`config.mk`:
```
export PLATFORM = sky130hd
export DESIGN_NAME = wfg_stim_mem_arbiter
export DESIGN_NICKNAME = d
export VERILOG_FILES = /design/src/rtl/wfg_stim_mem_arb_pkg.sv /design/src/rtl/wfg_rr_pick.sv /design/src/rtl/wfg_stim_mem_arbiter.sv
export SDC_FILE = /design/constraint.sdc
export NUM_CORES = 1
export LEC_CHECK = 0
export ABC_AREA = 1
export CORE_MARGIN = 5
export CORE_UTILIZATION = 25
export DETAILED_ROUTE_END_ITERATION = 8
export PLACE_DENSITY = 0.89
export SLEW_MARGIN = 20
export SYNTH_ARGS = -nofsm -noshare
export SYNTH_HDL_FRONTEND = slang
export SYNTH_SLANG_ARGS = --single-unit
export TNS_END_PERCENT = 5
```
`constraint.sdc`:
```
create_clock -name clk -period 1.2 [get_ports clk]
set_input_delay 0.24 -clock clk [delete_from_list [all_inputs] [get_ports clk]]
set_output_delay 0.24 -clock clk [all_outputs]
set_load 0.01 [all_outputs]
```
`src/rtl/wfg_stim_mem_arb_pkg.sv`:
```
// -----------------------------------------------------------------------------
// wfg_stim_mem_arb_pkg
//
// Shared definitions for the stimulus-SRAM read-port arbiter.
//   MEM_AW / MEM_DW : default SRAM address and data widths
//   mem_addr_t      : SRAM address type
//   mem_data_t      : SRAM data word type
//   rr_next()       : round-robin pointer increment with wrap at n
// -----------------------------------------------------------------------------
package wfg_stim_mem_arb_pkg;

    localparam int MEM_AW = 10;
    localparam int MEM_DW = 32;

    typedef logic [MEM_AW-1:0] mem_addr_t;
    typedef logic [MEM_DW-1:0] mem_data_t;

    // Next round-robin start position after requester 'ptr' has been served.
    function automatic int rr_next(input int ptr, input int n);
        return (ptr + 1 >= n) ? 0 : ptr + 1;
    endfunction

endpackage : wfg_stim_mem_arb_pkg

```
`src/rtl/wfg_rr_pick.sv`:
```
// -----------------------------------------------------------------------------
// wfg_rr_pick
//
// Purely combinational round-robin picker. Scans the request vector starting
// at i_ptr and wrapping modulo N; the first asserted request wins.
//
// Ports:
//   i_req  [N-1:0]  request vector
//   i_ptr  [IW-1:0] position with highest priority this cycle (0..N-1)
//   o_gnt  [N-1:0]  one-hot winner, all zero when no request
//   o_idx  [IW-1:0] binary index of the winner, 0 when no request
//   o_any           at least one request is asserted
// -----------------------------------------------------------------------------
module wfg_rr_pick #(
    parameter int N  = 2,
    parameter int IW = 1
) (
    input  logic [N-1:0]  i_req,
    input  logic [IW-1:0] i_ptr,
    output logic [N-1:0]  o_gnt,
    output logic [IW-1:0] o_idx,
    output logic          o_any
);

    // One extra bit so ptr + offset cannot overflow before the modulo fold.
    logic [IW:0]   w_sum;
    logic [IW-1:0] w_cand;

    always_comb begin
        // NOTE: every output and temporary gets a default before the loop so
        // no path leaves a value unassigned, which would infer a latch.
        o_gnt  = '0;
        o_idx  = '0;
        o_any  = 1'b0;
        w_sum  = '0;
        w_cand = '0;
        for (int off = 0; off < N; off++) begin
            w_sum = {1'b0, i_ptr} + (IW+1)'(off);
            if (w_sum >= (IW+1)'(N)) begin
                w_sum = w_sum - (IW+1)'(N);
            end
            w_cand = w_sum[IW-1:0];
            if (!o_any && i_req[w_cand]) begin
                o_any         = 1'b1;
                o_idx         = w_cand;
                o_gnt[w_cand] = 1'b1;
            end
        end
    end

endmodule : wfg_rr_pick

```
`src/rtl/wfg_stim_mem_arbiter.sv`:
```
// -----------------------------------------------------------------------------
// wfg_stim_mem_arbiter
//
// Shares the single read port of the stimulus SRAM among NREQ readers with
// round-robin arbitration and an optional per-requester lock for bursts.
// A grant is combinational and drives the SRAM in the same cycle; the read
// data comes back exactly one cycle later, tagged with a one-hot rvalid_o.
//
// Ports:
//   clk       clock
//   rst_n     asynchronous active-low reset
//   req_i     [NREQ-1:0]     read request per requester, held until granted
//   lock_i    [NREQ-1:0]     keep ownership after this grant while req stays
//   addr_i    [NREQ*AW-1:0]  request addresses, requester k at [k*AW +: AW]
//   gnt_o     [NREQ-1:0]     one-hot grant (combinational)
//   rvalid_o  [NREQ-1:0]     one-hot read-data valid, one cycle after grant
//   rdata_o   [DW-1:0]       read data, zero when no rvalid_o bit is set
//   csb1                     SRAM chip select, active low
//   addr1     [AW-1:0]       SRAM address
//   dout1     [DW-1:0]       SRAM read data, valid the cycle after csb1=0
// -----------------------------------------------------------------------------
module wfg_stim_mem_arbiter
    import wfg_stim_mem_arb_pkg::*;
#(
    parameter int NREQ = 2,
    parameter int AW   = MEM_AW,
    parameter int DW   = MEM_DW
) (
    input  logic               clk,
    input  logic               rst_n,
    input  logic [NREQ-1:0]    req_i,
    input  logic [NREQ-1:0]    lock_i,
    input  logic [NREQ*AW-1:0] addr_i,
    output logic [NREQ-1:0]    gnt_o,
    output logic [NREQ-1:0]    rvalid_o,
    output logic [DW-1:0]      rdata_o,
    output logic               csb1,
    output logic [AW-1:0]      addr1,
    input  logic [DW-1:0]      dout1
);

    localparam int IW = (NREQ > 1) ? $clog2(NREQ) : 1;

    // Arbitration state
    logic          r_arb_en;    // low during reset and the first cycle after
    logic [IW-1:0] r_rr_ptr;    // round-robin start position
    logic          r_lock_vld;  // an owner holds the port
    logic [IW-1:0] r_lock_id;   // current lock owner

    // Response tag pipeline
    logic          r_rvld;
    logic [IW-1:0] r_rsel;

    // Picker results and final winner
    logic [NREQ-1:0] w_pick_gnt;
    logic [IW-1:0]   w_pick_idx;
    logic            w_pick_any;
    logic            w_lock_hit;
    logic            w_grant;
    logic [IW-1:0]   w_win;

    wfg_rr_pick #(
        .N  (NREQ),
        .IW (IW)
    ) u_pick (
        .i_req (req_i),
        .i_ptr (r_rr_ptr),
        .o_gnt (w_pick_gnt),
        .o_idx (w_pick_idx),
        .o_any (w_pick_any)
    );

    // The lock only holds while its owner keeps requesting; once the owner
    // drops req_i the round-robin picker takes over in the same cycle.
    assign w_lock_hit = r_arb_en && r_lock_vld && req_i[r_lock_id];
    assign w_grant    = w_lock_hit || (r_arb_en && w_pick_any);
    assign w_win      = w_lock_hit ? r_lock_id : w_pick_idx;

    // Grant and SRAM request, combinational so the read issues this cycle.
    always_comb begin
        gnt_o = '0;
        addr1 = '0;
        if (w_lock_hit) begin
            gnt_o[r_lock_id] = 1'b1;
        end else if (r_arb_en) begin
            gnt_o = w_pick_gnt;
        end
        if (w_grant) begin
            addr1 = addr_i[int'(w_win)*AW +: AW];
        end
    end

    assign csb1 = ~w_grant;

    // Response routing: the SRAM output is only forwarded while a response
    // is due, so idle cycles read back as zero.
    always_comb begin
        rvalid_o = '0;
        for (int k = 0; k < NREQ; k++) begin
            rvalid_o[k] = r_rvld && (r_rsel == IW'(k));
        end
    end

    assign rdata_o = r_rvld ? dout1 : '0;

    // NOTE: state updates use non-blocking assignments so every flop samples
    // the pre-edge values regardless of statement order.
    always_ff @(posedge clk or negedge rst_n) begin
        if (!rst_n) begin
            r_arb_en   <= 1'b0;
            r_rr_ptr   <= '0;
            r_lock_vld <= 1'b0;
            r_lock_id  <= '0;
            r_rvld     <= 1'b0;
            r_rsel     <= '0;
        end else begin
            r_arb_en <= 1'b1;
            r_rvld   <= w_grant;
            if (w_grant) begin
                r_rsel     <= w_win;
                r_lock_vld <= lock_i[w_win];
                r_lock_id  <= w_win;
                // A lock continuation leaves the fairness pointer alone so the
                // others resume exactly where they were when the burst began.
                if (!w_lock_hit) begin
                    r_rr_ptr <= IW'(rr_next(int'(w_pick_idx), NREQ));
                end
            end else begin
                // No grant means the owner (if any) has dropped its request.
                r_lock_vld <= 1'b0;
            end
        end
    end

endmodule : wfg_stim_mem_arbiter

```
==> results.txt <==
Yosys printed 0 warnings. After clock tree synthesis, the clock-pin slew on the worst setup and hold paths is 0.03 ns. Kind of critical path: reg -> out.

The wire length on met1 was 1440 microns; the post-synthesis sequential element count was 5. Final period utilization: 148.5%. The final setup violation count is 49, and the chip width is 70.82 microns. By area the synthesized netlist is led by nand2_1 (19%), inv_1 (19%), dfrtp_1 (14%), a21oi_2 (10%), nand3_2 (8.7%).

The slowest stage of the critical path is the dfrtp_1 cell. The initial antenna violation count was 0; the average wire length per cell after detail routing was 11.83 microns. Once the floorplan was initialized, standard cells occupied 25.45% of the core. After legalization and detailed placement, the total HPWL measured 2920 microns. Entering global routing, the biggest net connects 29 pins. The final number of max-transition violations came out at 0. The tools report the cell at the root of the clock tree as clkbuf_8. The final reports fail on setup timing. The tools report the number of antenna repair diodes as 0. Data on the critical path arrives at its endpoint at 1.54 ns.

After synthesis, the share of flip-flops with an asynchronous set or reset is 100.0%. The latest clock arrival within the worst-skew pair is 0.22 ns. Across the VDD grid, the largest voltage drop is 0.4238 mV. The number of global-route vias before repair is 1168. The global-route wire length before repair came out at 5568 microns. After detailed routing, the number of remaining DRC violations is 0. The clock passes through at most 2 buffers. The area of the die was 0.005015 sq mm. Traced cell by cell, the critical path runs through inv_2, nand2_4, nand2_4, nand3_4, buf_16, nand3_2, nand2_1, nor2_2, buf_2.

Number of max-cap violations: 0. STA classifies the critical path startpoint as a register. Counting distinct cell types in the post-synthesis netlist gives 19.

After the first detailed-routing iteration, the DRC count stood at 20. The tools report the count of clock tree sinks as 5. The number of search-and-repair iterations in the first detailed-routing pass is 4. The run gives 0.002068 sq mm as the total cell area at the placement stage.

The tools report the required time of the worst setup path as 0.96 ns. STA classifies the critical path endpoint as an output port. The fill cell instance count of the final layout is 344. The highest routed metal layer is met4. TritonCTS built the clock tree.

In this run the static leakage power is 1.257 nW. A synthesized cell averages 5.779 sq um. The proportion of layout cells with a drive suffix above 1 is 38.60%.

The total power density per cell area works out to 619.4 mW/mm^2. The synthesized design spends more area on one cell type than any other, namely nand2_1. The type of the most critical hold path was in -> async. In this run the vertical extent of the chip is 70.82 microns. Between clock sinks in the finished design, the worst skew comes to 0.0007130 ns. The share of synthesized area in the top cell type comes to 19.49%. Sorting the synthesized cells by how often they occur yields nand2_1 (48), inv_1 (46), a21oi_2 (11), nand3_2 (8), nor2_2 (8).

The capture point of the worst reg-to-reg path is r_rsel. The number of nets handed over by synthesis was 218. The count of nets left with antenna violations once routing finished came out at 0.

Setup repair after global routing could not meet its margin everywhere. The total overflow left after global routing is 0. The mapped netlist covers 924.6 sq um.

After clock tree synthesis, the flow added hold-fix buffers numbering 0. Yosys mapped a number of flops with a built-in enable equal to 0. In this run the worst path has a maximum fanout of 5. The run finished, with violations left. The tools report the depth of the CTS H-tree as 1. The largest stage delay on the critical path came out at 0.41 ns.

On the final layout, the worst hold slack is 0.2414 ns. Across all register-to-register paths, the minimum setup slack is -0.11 ns. The count of final hold-check violations came out at 0.

105 I/O pins were placed. Global routing used 13.74% of the available tracks across all layers. The count of buffers added on input and output ports is 104. The placer congestion estimate is 0.8467, and the time the final worst path needs with I/O delays and setup is 1.782 ns. Relative to the synthesized area, the layout overhead comes to 122.5%. The cell count of the worst reg-to-reg path was 9.

The critical path ends at addr1[6]. In the synthesized netlist the dominant register cell turns out to be dfrtp_1. The critical path starts at r_rsel.

For this run, the top clock speed supported by timing is 0.5611 GHz. The logs give 3 for the clock buffer count from CTS and 331 for the final net count. Final standard cell area without fillers: 0.002057 sq mm. The share of the Yosys chip area taken by registers is 13.53%.

By instance count, the cell type seen most on the critical path is nand2_4. The run gives -0.5821 ns as the smallest setup slack after layout. The routed wire length on met3 was 226 microns. The routed design has 3784 microns of wire. Start of the worst register-to-register path: r_rsel.

The routed via count came out at 1276. Most common cell in the synthesized netlist: nand2_1. The met2 wire length was 2075 microns; the via density per instance was 3.988. Synthesis produced 160 cells.

The initialized floorplan defines 22 standard-cell rows. The tools report the standard cell core area as 0.003633 sq mm.
==> registers in the layout, summed over array words and instances, names as in the netlist <==
register / cells
r_rvld: 1
r_lock_vld: 1
r_rr_ptr: 1
r_rsel: 1
r_arb_en: 1
==> worst min path at each step <==
stage / startpoint / endpoint / slack, ns / cells after the start
2_1_floorplan: rst_n / r_arb_en / -0.06 / 0
3_3_place_gp: rst_n / r_rvld / 0.47 / 1
3_5_place_dp: rst_n / r_rvld / 0.47 / 1
4_1_cts: rst_n / r_arb_en / 0.25 / 1
5_1_grt: rst_n / r_lock_vld / 0.26 / 1
6_report: rst_n / r_arb_en / 0.24 / 1
==> stage by stage <==
| stage | setup TNS (ns) | utilization (%) | power [mW] | setup slack [ns] | cells |
|---|---|---|---|---|---|
| after CTS | -10.90 | 56.09 | 1.274 | -0.5953 | 320 |
| final | -9.965 | 56.61 | 1.274 | -0.5821 | 320 |
| after global placement | -26.24 | 56.92 | 0.9845 | -1.063 | 312 |
| after detailed placement | -27.02 | 56.92 | 0.9993 | -1.100 | 312 |
| after floorplan | -1.880 | - | 0.5473 | -0.1754 | 160 |
| after global routing | -13.61 | 56.61 | 1.358 | -0.6836 | 320 |
==> cell type report <==
type / count / area [sq um] / area share (%)
sequential: 5 / 125.1 / 6.083
timing repair buffer: 116 / 1047 / 50.91
clock buffer: 4 / 45.04 / 2.190
multi-input combinational: 98 / 595.6 / 28.95
inverter: 49 / 183.9 / 8.942
tap: 48 / 60.06 / 2.920
==> report_power, final <==
group          switching [mW]  total (mW)  internal, mW
Clock                  0.0744       0.302         0.227
Sequential             0.0138       0.202         0.188
Combinational           0.361       0.771         0.410
==> cell usage in the layout (no fill, tap or decap), drive strengths merged <==
master / count
a21oi: 12
buf: 52
clkbuf: 4
clkdlybuf4s50: 57
conb: 1
dfrtp: 5
dlygate4sd2: 6
dlymetal6s2s: 1
inv: 49
nand2: 56
nand3: 12
nor2: 15
o21ai: 2
==> what timing repair did <==
item                       in CTS  in global routing
cloned                          3                  0
gates resized for setup       179                  8
setup endpoints to repair      50                 50
setup buffers                   1                  0
pin swaps                       5                  1
==> worst max-delay path: cells and delay by family (launching register included) <==
kind	cells	cell delay [ns]
and+or+nand+nor	6	0.49
buffers and inverters	3	0.42
DFF	1	0.41
==> routing by layer <==
layer	up-vias	GRT usage [%]
met5	-	0
met4	0	4.175
met3	2	2.841
met2	47	26.26
met1	554	14.97
li1	673	-
==> kinds of logic (layout without fill, tap and decap cells) <==
| logic type | after synthesis | in the layout | synth area share [%] |
|---|---|---|---|
| AND/OR/NAND/NOR | 82 | 83 | 46.82 |
| AO/OA/AOI/OAI | 14 | 14 | 12.04 |
| buffers and inverters | 58 | 169 | 27.20 |
| flip-flops | 5 | 5 | 13.53 |
| other | 1 | 1 | 0.4056 |
(Power assumes the default switching activity.)
